==> src/rtl/alu_seq.sv <==
// ============================================================================
// Module      : alu_seq
// Description : RV32I execution-stage ALU with valid/ready handshakes on both
//               sides; shifts are iterative (1 bit/cycle) unless FAST_SHIFT=1.
// Revision    : 1.0 - initial release
// ============================================================================
`default_nettype none

module alu_seq #(
    parameter int FAST_SHIFT = 0
) (
    input  logic        clk,
    input  logic        rst_n,
    input  logic        in_valid,
    output logic        in_ready,
    input  logic [3:0]  alu_ctrl,
    input  logic [31:0] op_a,
    input  logic [31:0] op_b,
    output logic        out_valid,
    input  logic        out_ready,
    output logic [31:0] result,
    output logic        zero
);

    localparam logic [1:0] c_IDLE  = 2'd0;
    localparam logic [1:0] c_SHIFT = 2'd1;
    localparam logic [1:0] c_DONE  = 2'd2;

    localparam logic [3:0] c_ADD  = 4'b0000;
    localparam logic [3:0] c_SUB  = 4'b0001;
    localparam logic [3:0] c_AND  = 4'b0010;
    localparam logic [3:0] c_OR   = 4'b0011;
    localparam logic [3:0] c_XOR  = 4'b0100;
    localparam logic [3:0] c_SLL  = 4'b0101;
    localparam logic [3:0] c_SRL  = 4'b0110;
    localparam logic [3:0] c_SRA  = 4'b0111;
    localparam logic [3:0] c_SLT  = 4'b1000;
    localparam logic [3:0] c_SLTU = 4'b1001;
    localparam logic [3:0] c_PASS = 4'b1010;

    logic [1:0]  r_state;
    logic [31:0] r_result;
    logic [4:0]  r_cnt;
    logic [1:0]  r_shop;

    logic [4:0]  w_shamt;
    logic        w_is_shift;
    logic        w_iterate;
    logic [31:0] w_shift_res;
    logic [31:0] w_alu;
    logic [31:0] w_step;

    assign w_shamt    = op_b[4:0];
    assign w_is_shift = (alu_ctrl == c_SLL) || (alu_ctrl == c_SRL) || (alu_ctrl == c_SRA);

    generate
        if (FAST_SHIFT != 0) begin : g_fast_shift
            always_comb begin
                w_shift_res = op_a;
                case (alu_ctrl)
                    c_SLL:   w_shift_res = op_a << w_shamt;
                    c_SRL:   w_shift_res = op_a >> w_shamt;
                    c_SRA:   w_shift_res = $unsigned($signed(op_a) >>> w_shamt);
                    default: w_shift_res = op_a;
                endcase
            end
            assign w_iterate = 1'b0;
        end else begin : g_iter_shift
            // Only a zero shift finishes in one cycle, and it is just op_a.
            assign w_shift_res = op_a;
            assign w_iterate   = w_is_shift && (w_shamt != 5'd0);
        end
    endgenerate

    always_comb begin
        w_alu = 32'd0;
        case (alu_ctrl)
            c_ADD:  w_alu = op_a + op_b;
            c_SUB:  w_alu = op_a - op_b;
            c_AND:  w_alu = op_a & op_b;
            c_OR:   w_alu = op_a | op_b;
            c_XOR:  w_alu = op_a ^ op_b;
            c_SLL,
            c_SRL,
            c_SRA:  w_alu = w_shift_res;
            c_SLT:  w_alu = ($signed(op_a) < $signed(op_b)) ? 32'd1 : 32'd0;
            c_SLTU: w_alu = (op_a < op_b) ? 32'd1 : 32'd0;
            c_PASS: w_alu = op_b;
            default: w_alu = 32'd0;
        endcase
    end

    // r_shop holds alu_ctrl[1:0]: 01 SLL, 10 SRL, 11 SRA.
    always_comb begin
        w_step = {r_result[31], r_result[31:1]};
        case (r_shop)
            2'b01:   w_step = {r_result[30:0], 1'b0};
            2'b10:   w_step = {1'b0, r_result[31:1]};
            default: w_step = {r_result[31], r_result[31:1]};
        endcase
    end

    always_ff @(posedge clk or negedge rst_n) begin
        if (!rst_n) begin
            r_state  <= c_IDLE;
            r_result <= 32'd0;
            r_cnt    <= 5'd0;
            r_shop   <= 2'd0;
        end else begin
            case (r_state)
                c_IDLE: begin
                    if (in_valid) begin
                        if (w_iterate) begin
                            r_result <= op_a;
                            r_cnt    <= w_shamt;
                            r_shop   <= alu_ctrl[1:0];
                            r_state  <= c_SHIFT;
                        end else begin
                            r_result <= w_alu;
                            r_state  <= c_DONE;
                        end
                    end
                end
                c_SHIFT: begin
                    r_result <= w_step;
                    r_cnt    <= r_cnt - 5'd1;
                    if (r_cnt == 5'd1) begin
                        r_state <= c_DONE;
                    end
                end
                c_DONE: begin
                    if (out_ready) begin
                        r_state <= c_IDLE;
                    end
                end
                default: r_state <= c_IDLE;
            endcase
        end
    end

    assign in_ready  = (r_state == c_IDLE);
    assign out_valid = (r_state == c_DONE);
    assign result    = r_result;
    assign zero      = (r_result == 32'd0);

endmodule

`default_nettype wire

==> config.mk <==
export PLATFORM = sky130hd
export DESIGN_NAME = alu_seq
export DESIGN_NICKNAME = d
export VERILOG_FILES = /design/src/rtl/alu_seq.sv
export SDC_FILE = /design/constraint.sdc
export NUM_CORES = 1
export LEC_CHECK = 0
export BUFFER_PORTS_ARGS = -buffer_cell sky130_fd_sc_hd__buf_4
export CORE_MARGIN = 1.5
export CORE_UTILIZATION = 50
export DETAILED_ROUTE_END_ITERATION = 7
export PLACE_DENSITY_LB_ADDON = 0.08
export SYNTH_ARGS = -nofsm -noshare
export SYNTH_HDL_FRONTEND = slang
export SYNTH_SLANG_ARGS = --single-unit
==> constraint.sdc <==
create_clock -name clk -period 4.05 [get_ports clk]
set_input_delay 0.2025 -clock clk [delete_from_list [all_inputs] [get_ports clk]]
set_output_delay 0.2025 -clock clk [all_outputs]
set_load 0.05 [all_outputs]
==> summary.txt <==
Timing
  – Highest Clock Rate: 0.3229 GHz
  – Worst Skew: 9.356 ps
  – Slew HR: 0.3046
  – Final hold viol count: 0
  – RSZ-0062 raised after global routing: no
  – Fin Setup TNS: 0 ps
  – Final setup fails: 0
  – Minimum clock period: 3097 ps
  – Worst-margin pin slew: 1036 ps
  – Slew Viols, Final: 0
  – Ratio of final minimum period to clock period: 0.7646

Clocking
  – # clock sinks: just over 40
  – CTS Root Cell: clkbuf_16
  – Num CTS Buffers: 5
  – # H-tree levels: 2
  – Clock Path Buffers: 2
  – CTS tree: built
  – CTS resizes: 0
  – Reg clk slew, reported paths: 60 ps
  – Later-pin clock latency in the skew report: 290 ps
  – Post-CTS Setup Inserts: 0

Synth
  – Main flop type after synthesis: dfrtp_1
  – Mapped Nets: between 1000 and 1500
  – Flip-flop and latch count after synthesis: a little over 40
  – Largest cells by area after synthesis: ha_1 (16%), dfrtp_1 (13%), a21oi_1 (6.4%), o21ai_0 (5.2%), inv_1 (4.8%)
  – Count of cell types in the netlist: between 80 and 90
  – Share of Yosys cell area claimed by the top area cell type: 0.1620
  – Ys Warns: 0
  – Synth async-reset ratio: 1.000
  – Leading area contributor after synthesis: ha_1
  – Mapped Avg Cell Area: ~7.3 sq um
  – Synth Instances: between 1000 and 1500
  – Mapped Area: just under 0.008 sq mm
  – EDFF count, synth: 0
  – Sequential fraction of the synthesis area: 0.1328

Placement
  – Final HPWL DP: 21860 microns
  – Gp weighted congestion: 0.9578
  – DP Area: 0.008661 sq mm
  – PortBufs: ~110
  – Cells after DPL: between 1000 and 1500

Cells and area
  – Final instance area: between 0.008 and 0.009 sq mm
  – Area Growth Syn to Fin: 14.43%
  – Final Util: 0.5836
  – Non-Filler Instances: about 1300
  – NumNets Final: 1300
  – Fraction of layout cells with a size suffix above 1: 0.1597
  – N_diodes: 0
  – Fillers: approximately 1500

Status
  – Run status: finished, final reports clean

Drt
  – Routed vias: slightly below 9000
  – Vias/cell: between 6 and 7
  – DRT antenna net count: 0
  – DR WL/cell: approximately 22 microns
  – Drt first-iter violations: 832
  – Final WL: about 29000 microns
  – DRC errors left: 0
  – Drt pass-1 iters: 6

Pwr
  – Peak VDD IR: around 0.00042 V
  – Power Dens Cells: 486.8 mW/mm^2
  – LEAKAGE: a little under 4 nW

Min path
  – Worst Hold Class: input pin to flip-flop

GRT
  – Gr ovfl total: 0
  – Largest net degree at the start of global routing: 42
  – Vias in the first global route: between 8000 and 9000
  – Total track usage: 0.3528
  – First-pass GRT wire length: 45400 microns
  – Initial antenna violation count: 0

Floorplanning
  – Die X: between 100 and 150 microns
  – Die Height: 127.3 microns
  – Initial Utilization: 0.5100
  – Site row count: between 40 and 50
  – I/O Pins: between 100 and 150
  – DIE AREA: 0.01620 sq mm
  – Core footprint: around 0.015 sq mm

Worst setup path
  – Arrival time worst endpoint: roughly 3300 ps
  – CP Class: input pin to flip-flop
  – CP max FO: 4
  – Nature of the critical path endpoint: flip-flop
  – Worst EP required: between 4000 and 5000 ps
  – CP Launch Type: input pin

Flow run
  – Max Cap Violations: 0
sequential cells by signal, indices dropped and copies added (netlist names):
| name | flops |
|---|---|
| r_cnt | 5 |
| r_state | 2 |
| result | 32 |
| r_shop | 2 |
where the power goes:
group | switching [W] | internal (W) | leakage (nW) | total [W]
Clock | 0.000174 | 0.000292 | 0.0810 | 0.000467
Sequential | 0.000318 | 0.000606 | 0.508 | 0.000924
Combinational | 0.00195 | 0.000957 | 3.34 | 0.00291
area by class of cell:
class,count,area [sq um],share of cell area
multi-input combinational,847,6043,0.6837
sequential,41,1026,0.1161
timing repair buffer,129,983.4,0.1113
inverter,102,382.9,0.04332
tap,188,235.2,0.02661
clock buffer,6,128.9,0.01458
clock inverter,2,38.79,0.004388
layer usage:
| metal | GRT usage | part of all wire | vias up |
|---|---|---|---|
| met2 | 0.5552 | 0.44 | 475 |
| met1 | 0.5065 | 0.45 | 4238 |
| met5 | 0 | 0 | - |
| met4 | 0.1043 | 0.022 | 0 |
| li1 | - | - | 4109 |
| met3 | 0.04104 | 0.089 | 50 |
cell usage in the layout, fill, tap and decap left out, types with 11 or more instances in the layout:
master     instances
a211oi_1          21
a21oi_1           99
a221o_1           21
a221oi_1          40
a22oi_1           25
buf_4            127
dfrtp_1           41
ha_1             100
inv_1             99
nand2_1           92
nand3_1           20
nor2_1            78
nor2b_1           11
nor3_1            22
o2111ai_1         11
o211ai_1          21
o21ai_0           79
o21bai_1          18
o31ai_1           16
critical path, cell delays in order:
cell and delay [ps]:
buf_4 110, ha_1 250, fa_1 460, a211oi_2 260, nor2_2 100, a2111oi_4 490
o21ai_1 220, a2111oi_2 420, nor3_2 130, a21oi_2 160, mux2_1 320, a21oi_1 170
per-stage QoR:
step / worst slack, ps / hold slack [ps] / total power [W]
detailed placement: 710.1 / 225.9 / 0.003771
CTS: 987.8 / 180.0 / 0.004249
finish: 953.3 / 192.5 / 0.004303
global placement: 798.2 / 224.6 / 0.003756
global route: 727.1 / 204.7 / 0.004559
floorplan: 1249 / -93.09 / 0.002804
logic make-up after synthesis:
group	after synthesis	synth area share
XOR/XNOR	8	0.009072
multiplexers	7	0.009396
adder cells (fa/ha/maj)	102	0.1672
AO/OA/AOI/OAI	448	0.4188
AND/OR/NAND/NOR	282	0.1735
buffers and inverters	171	0.08926
flip-flops	41	0.1328
what timing repair did:
item                                   4_1_cts  5_1_grt
endpoints found under the hold margin       41        0
setup endpoints to repair                    0        0
hold buffers                                 1        0
worst paths after layout:
kind,start,end,slack [ps],cells after the start
min,op_b[4],r_cnt[4]$_DFFE_PN0P_,190,3
max in group asynchronous,rst_n,result[27]$_DFFE_PN0P_,3220,2
max reg2reg,r_state[1]$_DFFE_PN0P_,result[0]$_DFFE_PN0P_,1370,4
min reg2reg,r_cnt[4]$_DFFE_PN0P_,r_cnt[4]$_DFFE_PN0P_,510,2
min in group asynchronous,rst_n,r_cnt[1]$_DFFE_PN0P_,440,2
max,op_a[0],result[30]$_DFFE_PN0P_,950,12
synth_stat cells, drive strengths merged (3+ instances only):
master,instances
o41ai,3
a22oi,25
o21bai,18
mux2i,5
nor2,80
nand2b,5
a311oi,4
and2,6
nor4,13
xnor2,5
a221oi,41
buf,19
o31a,3
o31ai,18
o221ai,5
ha,100
a211oi,23
o21a,4
o221a,4
a221o,21
or2,3
nand4,10
o2111ai,11
a31oi,9
clkbuf,50
o211ai,23
nor4b,3
nor2b,12
nand2,92
nand3,20
a21o,11
xor2,3
a21oi,105
nor3,23
inv,102
o21ai,91
dfrtp,41
or3,7
a2111oi,10
No activity file was read; power rests on OpenSTA's default activity.
